**config.mk**
```make
export PLATFORM = sky130hd
export DESIGN_NAME = sram_axi_bridge
export DESIGN_NICKNAME = d
export VERILOG_FILES = /design/src/rtl/sram_axi_bridge.sv
export SDC_FILE = /design/constraint.sdc
export NUM_CORES = 1
export LEC_CHECK = 0
export CAP_MARGIN = 20
export CORE_MARGIN = 10
export CORE_UTILIZATION = 24
export DETAILED_ROUTE_END_ITERATION = 12
export SYNTH_ARGS = -nofsm -noshare
export SYNTH_HDL_FRONTEND = slang
export SYNTH_SLANG_ARGS = --single-unit
export TNS_END_PERCENT = 30
```
**constraint.sdc**
```tcl
create_clock -name clk -period 3.85 [get_ports clk]
set_input_delay 0.5775 -clock clk [delete_from_list [all_inputs] [get_ports clk]]
set_output_delay 0.5775 -clock clk [all_outputs]
set_load 0.005 [all_outputs]
```
**src/rtl/sram_axi_bridge.sv**
```systemverilog
// sram_axi_bridge
//   Bridges the CPU's two SRAM-like master ports (instruction fetch and data
//   load/store) onto a single AXI3 master port. It arbitrates reads on AR,
//   sequences AW/W/B for stores, routes R beats back to their owner by ID,
//   and keeps a data load from overtaking an outstanding store.
//
// Ports
//   clk, reset              clock, synchronous active-high reset
//   inst_sram_*             instruction master (read-only; wr/wstrb/wdata ignored)
//   data_sram_*             data master (wr=1 store, wr=0 load)
//   *_addr_ok               combinational accept, handshake = req && addr_ok
//   *_data_ok               one-cycle pulse: rdata valid / store completed
//   ar*, r*, aw*, w*, b*    AXI3 master channels (single-beat, INCR, ID 0=inst, 1=data)

module sram_axi_bridge #(
  parameter int DATA_PRIO   = 1,  // 1: data read beats inst read on a same-cycle tie
  parameter int WR_BLOCK_RD = 1   // 1: hold off data loads while a store is in flight
) (
  input  logic        clk,
  input  logic        reset,
  // instruction master
  input  logic        inst_sram_req,
  input  logic        inst_sram_wr,
  input  logic [1:0]  inst_sram_size,
  input  logic [31:0] inst_sram_addr,
  input  logic [3:0]  inst_sram_wstrb,
  input  logic [31:0] inst_sram_wdata,
  output logic        inst_sram_addr_ok,
  output logic        inst_sram_data_ok,
  output logic [31:0] inst_sram_rdata,
  // data master
  input  logic        data_sram_req,
  input  logic        data_sram_wr,
  input  logic [1:0]  data_sram_size,
  input  logic [3:0]  data_sram_wstrb,
  input  logic [31:0] data_sram_addr,
  input  logic [31:0] data_sram_wdata,
  output logic        data_sram_addr_ok,
  output logic        data_sram_data_ok,
  output logic [31:0] data_sram_rdata,
  // AR channel
  output logic [3:0]  arid,
  output logic [31:0] araddr,
  output logic [3:0]  arlen,
  output logic [2:0]  arsize,
  output logic [1:0]  arburst,
  output logic [1:0]  arlock,
  output logic [3:0]  arcache,
  output logic [2:0]  arprot,
  output logic        arvalid,
  input  logic        arready,
  // R channel
  input  logic [3:0]  rid,
  input  logic [31:0] rdata,
  input  logic [1:0]  rresp,
  input  logic        rlast,
  input  logic        rvalid,
  output logic        rready,
  // AW channel
  output logic [3:0]  awid,
  output logic [31:0] awaddr,
  output logic [3:0]  awlen,
  output logic [2:0]  awsize,
  output logic [1:0]  awburst,
  output logic [1:0]  awlock,
  output logic [3:0]  awcache,
  output logic [2:0]  awprot,
  output logic        awvalid,
  input  logic        awready,
  // W channel
  output logic [3:0]  wid,
  output logic [31:0] wdata,
  output logic [3:0]  wstrb,
  output logic        wlast,
  output logic        wvalid,
  input  logic        wready,
  // B channel
  input  logic [3:0]  bid,
  input  logic [1:0]  bresp,
  input  logic        bvalid,
  output logic        bready
);

  typedef enum logic {AR_IDLE, AR_SEND} ar_state_t;
  typedef enum logic [1:0] {W_IDLE, W_SEND, W_BRESP} w_state_t;

  ar_state_t  ar_state;
  w_state_t   w_state;
  logic       ar_is_data;     // the address in flight on AR belongs to the data master
  logic [1:0] rd_pending;     // bit per AXI ID: a read is outstanding

  // Single-beat transfers with fixed attributes; stores always use ID 1.
  assign arlen   = 4'd0;
  assign arburst = 2'b01;
  assign arlock  = 2'b00;
  assign arcache = 4'd0;
  assign arprot  = 3'd0;
  assign awid    = 4'd1;
  assign awlen   = 4'd0;
  assign awburst = 2'b01;
  assign awlock  = 2'b00;
  assign awcache = 4'd0;
  assign awprot  = 3'd0;
  assign wid     = 4'd1;
  assign wlast   = 1'b1;
  assign arid    = {3'b000, ar_is_data};

  logic unused_in;
  assign unused_in = ^{inst_sram_wr, inst_sram_wstrb, inst_sram_wdata,
                       rresp, rlast, bid, bresp};

  // ---------------- request eligibility and arbitration ----------------
  logic ar_busy;
  logic inst_rd_elig, data_rd_elig, data_wr_elig;
  logic inst_rd_acc, data_rd_acc, data_wr_acc;

  assign ar_busy      = (ar_state == AR_SEND);
  assign inst_rd_elig = inst_sram_req && !rd_pending[0] && !ar_busy;
  assign data_rd_elig = data_sram_req && !data_sram_wr && !rd_pending[1] && !ar_busy
                        && !((WR_BLOCK_RD != 0) && (w_state != W_IDLE));
  // A store waits for any data load to drain so the two never overlap.
  assign data_wr_elig = data_sram_req && data_sram_wr && (w_state == W_IDLE)
                        && !rd_pending[1] && !(ar_busy && ar_is_data);

  assign data_rd_acc = !reset && data_rd_elig && ((DATA_PRIO != 0) || !inst_rd_elig);
  assign inst_rd_acc = !reset && inst_rd_elig && ((DATA_PRIO == 0) || !data_rd_elig);
  assign data_wr_acc = !reset && data_wr_elig;

  assign inst_sram_addr_ok = inst_rd_acc;
  assign data_sram_addr_ok = data_rd_acc || data_wr_acc;

  // ---------------- AR channel FSM ----------------
  always_ff @(posedge clk) begin
    if (reset) begin
      ar_state   <= AR_IDLE;
      arvalid    <= 1'b0;
      ar_is_data <= 1'b0;
    end else begin
      case (ar_state)
        AR_IDLE: begin
          if (inst_rd_acc) begin
            ar_state   <= AR_SEND;
            arvalid    <= 1'b1;
            ar_is_data <= 1'b0;
            araddr     <= inst_sram_addr;
            arsize     <= {1'b0, inst_sram_size};
          end else if (data_rd_acc) begin
            ar_state   <= AR_SEND;
            arvalid    <= 1'b1;
            ar_is_data <= 1'b1;
            araddr     <= data_sram_addr;
            arsize     <= {1'b0, data_sram_size};
          end
        end
        AR_SEND: begin
          if (arready) begin
            ar_state <= AR_IDLE;
            arvalid  <= 1'b0;
          end
        end
        default: ar_state <= AR_IDLE;
      endcase
    end
  end

  // ---------------- R channel: pending tracking and routing ----------------
  logic r_fire, r_to_inst, r_to_data, b_done;

  assign rready    = |rd_pending;
  assign r_fire    = rvalid && rready;
  // Beats whose ID has nothing outstanding are consumed and dropped.
  assign r_to_inst = r_fire && (rid == 4'd0) && rd_pending[0];
  assign r_to_data = r_fire && (rid == 4'd1) && rd_pending[1];
  assign b_done    = (w_state == W_BRESP) && bvalid && bready;

  always_ff @(posedge clk) begin
    if (reset) begin
      rd_pending        <= 2'b00;
      inst_sram_data_ok <= 1'b0;
      data_sram_data_ok <= 1'b0;
      inst_sram_rdata   <= 32'd0;
      data_sram_rdata   <= 32'd0;
    end else begin
      rd_pending        <= (rd_pending | {data_rd_acc, inst_rd_acc})
                           & ~{r_to_data, r_to_inst};
      inst_sram_data_ok <= r_to_inst;
      data_sram_data_ok <= r_to_data || b_done;
      if (r_to_inst) inst_sram_rdata <= rdata;
      if (r_to_data) data_sram_rdata <= rdata;
    end
  end

  // ---------------- AW/W/B channel FSM ----------------
  logic aw_left, w_left;

  // AW and W handshake independently; each valid drops after its own handshake.
  assign aw_left = awvalid && !awready;
  assign w_left  = wvalid && !wready;

  always_ff @(posedge clk) begin
    if (reset) begin
      w_state <= W_IDLE;
      awvalid <= 1'b0;
      wvalid  <= 1'b0;
      bready  <= 1'b0;
    end else begin
      case (w_state)
        W_IDLE: begin
          if (data_wr_acc) begin
            w_state <= W_SEND;
            awvalid <= 1'b1;
            wvalid  <= 1'b1;
            awaddr  <= data_sram_addr;
            awsize  <= {1'b0, data_sram_size};
            wdata   <= data_sram_wdata;
            wstrb   <= data_sram_wstrb;
          end
        end
        W_SEND: begin
          awvalid <= aw_left;
          wvalid  <= w_left;
          if (!aw_left && !w_left) begin
            w_state <= W_BRESP;
            bready  <= 1'b1;
          end
        end
        W_BRESP: begin
          if (bvalid) begin
            w_state <= W_IDLE;
            bready  <= 1'b0;
          end
        end
        default: w_state <= W_IDLE;
      endcase
    end
  end

endmodule

```
=== Word-level counts from Yosys, hierarchy flattened ===
Cells that the tools add are included.

* Register bits: 180
* Latch bits: 0
* RAM bits: 0
* ROM bits: 0
* Logic and storage cells: 107
* Memories kept: 0

* $add $sub $neg: 0
* Multiply operators: 0
* Div/mod/pow operators: 0
* $lt $le $gt $ge: 0
* Eq/ne operators: 8
* Shifts and indexed selects: 0
* Multiplexer cells: 23
* Bitwise operators: 5
* Reductions and logical operators: 53

{| class="wikitable"
|+ Operator list
! operator !! number
|-
| $mux W32 || 2
|-
| $logic_and A1 B1 Y1 || 25
|-
| $logic_not A1 Y1 || 12
|-
| $reduce_and A3 Y1 || 4
|-
| $mux W1 || 10
|-
| $mux W2 || 5
|-
| $pmux W1 S2 || 5
|-
| $ne A2 B2 Y1 const B || 4
|-
| $reduce_bool A2 Y1 || 4
|-
| $pmux W2 S3 || 1
|-
| $reduce_and A2 Y1 || 3
|-
| $eq A4 B1 Y1 const B || 1
|-
| $logic_not A4 Y1 || 1
|-
| $ne A3 B3 Y1 const B || 1
|-
| $and A2 B2 Y2 || 1
|-
| $eq A2 B1 Y1 const B || 1
|-
| $eq A2 B2 Y1 const B || 1
|-
| $logic_not A2 Y1 || 1
|-
| $logic_or A1 B1 Y1 || 2
|-
| $not A1 Y1 || 2
|-
| $not A2 Y2 || 1
|-
| $or A2 B2 Y2 || 1
|-
| $reduce_or A2 Y1 || 1
|}

=== Logic depth before layout (Yosys ltp) ===
* Depth in word-level cells: 9
* Mapped depth: 6

=== Least setup slack after synthesis ===
OpenSTA, ideal clock, no wires.

* Path kind: in2reg
* Start: in data_sram_req
* End: reg araddr[0] (enable)
* Library setup time: 433 ps
* Arrival time: 2803 ps
* Required time: 3417 ps
* Setup slack: 615 ps
* Stages on the path: 3
* Buffers on the path: 0
* Path through: nor4b_2 -> nand2_1 -> o21bai_1

* Longest elaborated chain between the ends: 8

{| class="wikitable"
|+ Ends and longest elaborated chain
! what !! RTL line !! text
|-
| from (decl) || 32 || <nowiki>input logic data_sram_req,</nowiki>
|-
| $logic_and A1 B1 Y1 (*) (3 in series) || 119 || <nowiki>assign data_rd_elig = data_sram_req && !data_sram_wr && !rd_pending[1] && !ar_busy</nowiki>
|-
| $logic_and A1 B1 Y1 (*) || 120 || <nowiki>&& !((WR_BLOCK_RD != 0) && (w_state != W_IDLE));</nowiki>
|-
| $logic_not A1 Y1 || 126 || <nowiki>assign inst_rd_acc = !reset && inst_rd_elig && ((DATA_PRIO == 0) || !data_rd_elig);</nowiki>
|-
| $logic_and A1 B1 Y1 || 126 ||
|-
| $reduce_bool A2 Y1 (no source line) (*) || n/a ||
|-
| $reduce_and A3 Y1 (no source line) (*) || n/a ||
|-
| to (signal assigned) || 145 || <nowiki>araddr <= inst_sram_addr;</nowiki>
|-
| to (signal assigned) || 151 || <nowiki>araddr <= data_sram_addr;</nowiki>
|-
| to (decl) || 43 || <nowiki>output logic [31:0] araddr,</nowiki>
|}

Mark *: on every way between the ends. The rest lies on a longest branch, timed or not.
A chain may end at the register's enable or synchronous reset.

=== Final worst setup path ===
* Start: in data_sram_req
* End: out data_sram_addr_ok

* Longest elaborated chain between the ends: 6

{| class="wikitable"
|+ Ends and longest elaborated chain
! what !! RTL line !! text
|-
| $logic_and A1 B1 Y1, on equally long branches (2 in series) || 119, 122 ||
|-
| $logic_and A1 B1 Y1, on equally long branches || 119, 123 ||
|-
| $logic_and A1 B1 Y1, on equally long branches || 120, 123 ||
|-
| $logic_and A1 B1 Y1, on equally long branches || 125, 127 ||
|-
| $logic_or A1 B1 Y1 (*) || 130 || <nowiki>assign data_sram_addr_ok = data_rd_acc || data_wr_acc;</nowiki>
|-
| to (decl) || 38 || <nowiki>output logic data_sram_addr_ok,</nowiki>
|}

Marked as above.

==> flow_summary.ini <==
[sta]
setup_total_negative_slack_ns = 0
setup_viol_count_final = 0
final_min_period_over_clock_period_pct = 80.5
drv_slew = 0
skew_ns = 0.0124
worstMarginPinSlew_ns = 0.994
slew-limit-headroom_pct = 33.8
minimum_clock_period_after_layout_ns = 3.10
rsz_0062_raised_after_global_routing = no
final_critical_path_setup_slack_ns = 0.750
total_count_of_hold_check_failures_in_the_final_report = 0
max_clock_freq_ghz = 0.323

[worst_hold_path]
worstHoldPathCells = 2
timing.hold.worst.start = inst_sram_rdata[15]
holdPathEnd = inst_sram_rdata[15]
worstHoldPathType = flip-flop to flip-flop

[yosys]
synth.top_cell.area_share_pct = 45.9
post_synth_instance_area_mm2 = 0.00681
synth-seq-cells = 180
synth_cells = 490
syn_area_per_cell_um2 = 13.9
yosysSeqAreaShare_pct = 68.2
ys_top_cells_by_area = edfxtp_1 (46%), dfxtp_1 (22%), mux2i_1 (9.4%)
synth-async-reset-ratio_pct = 0
ys.warnings.count = 0
post-synth-top-area-cell = edfxtp_1
yosys.cell_types.count = 37
ys.flop_type = edfxtp_1
edff_count_synth = 104

[drt]
drt_iter0_drc = 209
detail_route.wirelength_mm = 23.0
vias = 4866
vias_per_cell = 4.01
ant_nets = 0
drt_first_pass_iters = 4
routedWlPerCell_um = 18.9
route.detailed.drc = 0

[die]
floorplan.die.width_um = 188
die_span_in_y_um = 188
initial_utilization_pct = 24.4
pin_count = 418
rows = 61
core_region_mm2 = 0.0279
die-area_mm2 = 0.0355

[clocking]
clk_path_buf_depth = 2
cts_num_sinks = 180
cts_setup_buffers = 0
clock_tree.htree_level_count = 4
clk-insertion-delay-late_ns = 0.43
tritoncts = built
post_cts_resized = 0
cts_made_buffers = 17
root_buffer = clkbuf_16
clkTransAtPathRegs_ns = 0.08
cts_hold_repair.buffers = 0

[power]
leakagePower_nw = 4.06
netSwitchingPower_mw = 1.12
power.share.sequential_pct = 48.3
cellInternalPower_mw = 3.30
max-vdd-ir-drop_mv = 0.228
switching_share_pct = 25.3
comb_power_share_pct = 10.6
power_frac_clock_pct = 41.1
power.density_mw_per_mm2 = 401

[setup_path]
critPathRequiredTime_ns = 3.27
reg2reg_depth = 4
critical_path.endpoint_type = output port
critPathBufInv = 2
worst-path-stages = 5
cp.arrival_ns = 2.52
worst_path_max_delay_cell = clkdlybuf4s50_1
worst_r2r_startpoint = w_state[0]
worstReg2RegEnd = wstrb[0]
critical_path.top_delay_family = buffers and inverters
critical_path.max_fanout = 5
critical_path_class = input port to output port
crit_path_frequent_cell = clkdlybuf4s50_1
crit_path_start_kind = input port
slowest_delay_ns = 0.54
path_cells = clkdlybuf4s50_1 > nor4b_2 > nand2_1 > o21ai_0 > clkdlybuf4s50_1
rrSetupSlack_ns = 1.46

[global_route]
grt_start_max_net_pins = 98
antenna_found_initial = 3
grt_overflow = 0
global_router_s_overall_resource_usage_pct = 12.4
via_count_of_the_first_global_routing_pass = 5073
wire_length_of_the_first_global_routing_pass_mm = 33.6

[finish]
n_fill_cell = 2674
antenna_cells_inserted = 0
layout.cells.non_filler = 1214
area.growth.synth_to_final_pct = 61.8
layout-drive-gt1-share_pct = 10.2
finalNetCount = 1019
finish.utilization_pct = 39.5

[job]
max_cap_violations = 0

[placement]
port_buffers = 327
dp_hpwl_mm = 17.6
dpl_worst_slack_ns = 0.738
routabilityCongestion = 0.752
placedCellCount = 1181

[run_status]
run_status = finished, final reports clean
==> stage by stage <==
step | power (mW) | instance area, µm² | hold slack [ns]
2_1_floorplan | 2.36 | 6970 | 0.450
3_3_place_gp | 2.64 | 10400 | 0.441
3_5_place_dp | 2.65 | 10400 | 0.447
4_1_cts | 4.49 | 11000 | 0.462
5_1_grt | 4.61 | 11000 | 0.478
6_report | 4.42 | 11000 | 0.457
==> sequential cells by signal (all words and copies together) (netlist names) <==
| name | flops |
|---|---|
| araddr | 32 |
| awaddr | 32 |
| data_sram_rdata | 32 |
| inst_sram_rdata | 32 |
| wdata | 32 |
| wstrb | 4 |
| arsize | 2 |
| awsize | 2 |
| rd_pending | 2 |
| w_state | 2 |
| ar_busy | 1 |
| ar_is_data | 1 |
| arvalid | 1 |
| awvalid | 1 |
| bready | 1 |
| data_sram_data_ok | 1 |
| inst_sram_data_ok | 1 |
| wvalid | 1 |
==> worst reg2reg max path, delay by kind of cell, from the launching register on <==
kind                   cells  cell delay, ns
and+or+nand+nor            2            0.85
DFF                        1            0.37
buffers and inverters      2            0.88
==> layout by cell type (no fill, tap or decap), types with 2 or more instances in the layout <==
master / n
a21bo_2: 3
a21oi_1: 7
a221oi_1: 2
buf_12: 3
buf_4: 9
clkbuf_16: 17
clkdlybuf4s50_1: 327
clkinv_8: 4
conb_1: 44
dfxtp_1: 76
edfxtp_1: 104
inv_12: 3
inv_2: 2
inv_6: 3
inv_8: 4
mux2_1: 4
mux2_2: 30
mux2i_1: 64
nand2_1: 99
nand2b_1: 3
nand4_1: 2
nor2_1: 5
nor3_1: 2
nor4b_1: 2
==> how the worst max path moves through the flow <==
stage / from / slack [ns] / endpoint
after detailed placement: data_sram_req / 0.74 / araddr[14]
after floorplan: data_sram_req / 0.61 / araddr[0]
after CTS: data_sram_req / 0.76 / data_sram_addr_ok
after global routing: data_sram_req / 0.69 / data_sram_addr_ok
final: data_sram_req / 0.75 / data_sram_addr_ok
after global placement: data_sram_req / 0.72 / araddr[9]
==> synthesized netlist by cell type, types with 2 or more instances <==
| cell type | count |
|---|---|
| edfxtp_1 | 104 |
| nand2_1 | 99 |
| dfxtp_1 | 76 |
| mux2i_1 | 64 |
| buf_4 | 45 |
| mux2_2 | 30 |
| clkbuf_1 | 10 |
| a21oi_1 | 7 |
| buf_2 | 6 |
| nor2_1 | 5 |
| buf_6 | 4 |
| mux2_1 | 4 |
| a21bo_2 | 3 |
| nand2b_1 | 3 |
| a221oi_1 | 2 |
| buf_1 | 2 |
| conb_1 | 2 |
| inv_1 | 2 |
| nand4_1 | 2 |
| nor3_1 | 2 |
| nor4b_1 | 2 |
==> cells by family after synthesis <==
family,after synthesis,synth area share [%]
other cells,2,0.110
mux,98,15.0
simple gates,122,7.74
flops,180,68.2
compound gates,18,2.00
buf+inv,70,6.89
==> layout make-up <==
cell class                      count  area [µm²]  share of cell area (%)
Clock inverter                     15         193                    1.75
Multi-Input combinational cell    282        1870                    17.0
Timing Repair Buffer              339        3400                    30.9
Clock buffer                       17         425                    3.86
Inverter                            3        11.3                   0.102
Sequential cell                   180        4640                    42.2
Tap cell                          378         473                    4.29
==> metal layers <==
| layer | share of wire, % | global-route usage (%) | vias to the layer above |
|---|---|---|---|
| met5 | 0.15 | 0 | - |
| met4 | 0.94 | 2.75 | 6 |
| met3 | 11 | 6.44 | 17 |
| met2 | 46 | 20.0 | 250 |
| met1 | 42 | 14.3 | 2293 |
| li1 | - | - | 2300 |
==> power groups by stage <==
stage               registers (mW)  clock network, mW  logic, mW
floorplan                     2.19                  0      0.167
global placement              2.18                  0      0.464
detailed placement            2.18                  0      0.467
CTS                           2.14               1.89      0.470
global route                  2.14               1.97      0.503
finish                        2.13               1.82      0.468
No activity file was read; power rests on OpenSTA's default activity.
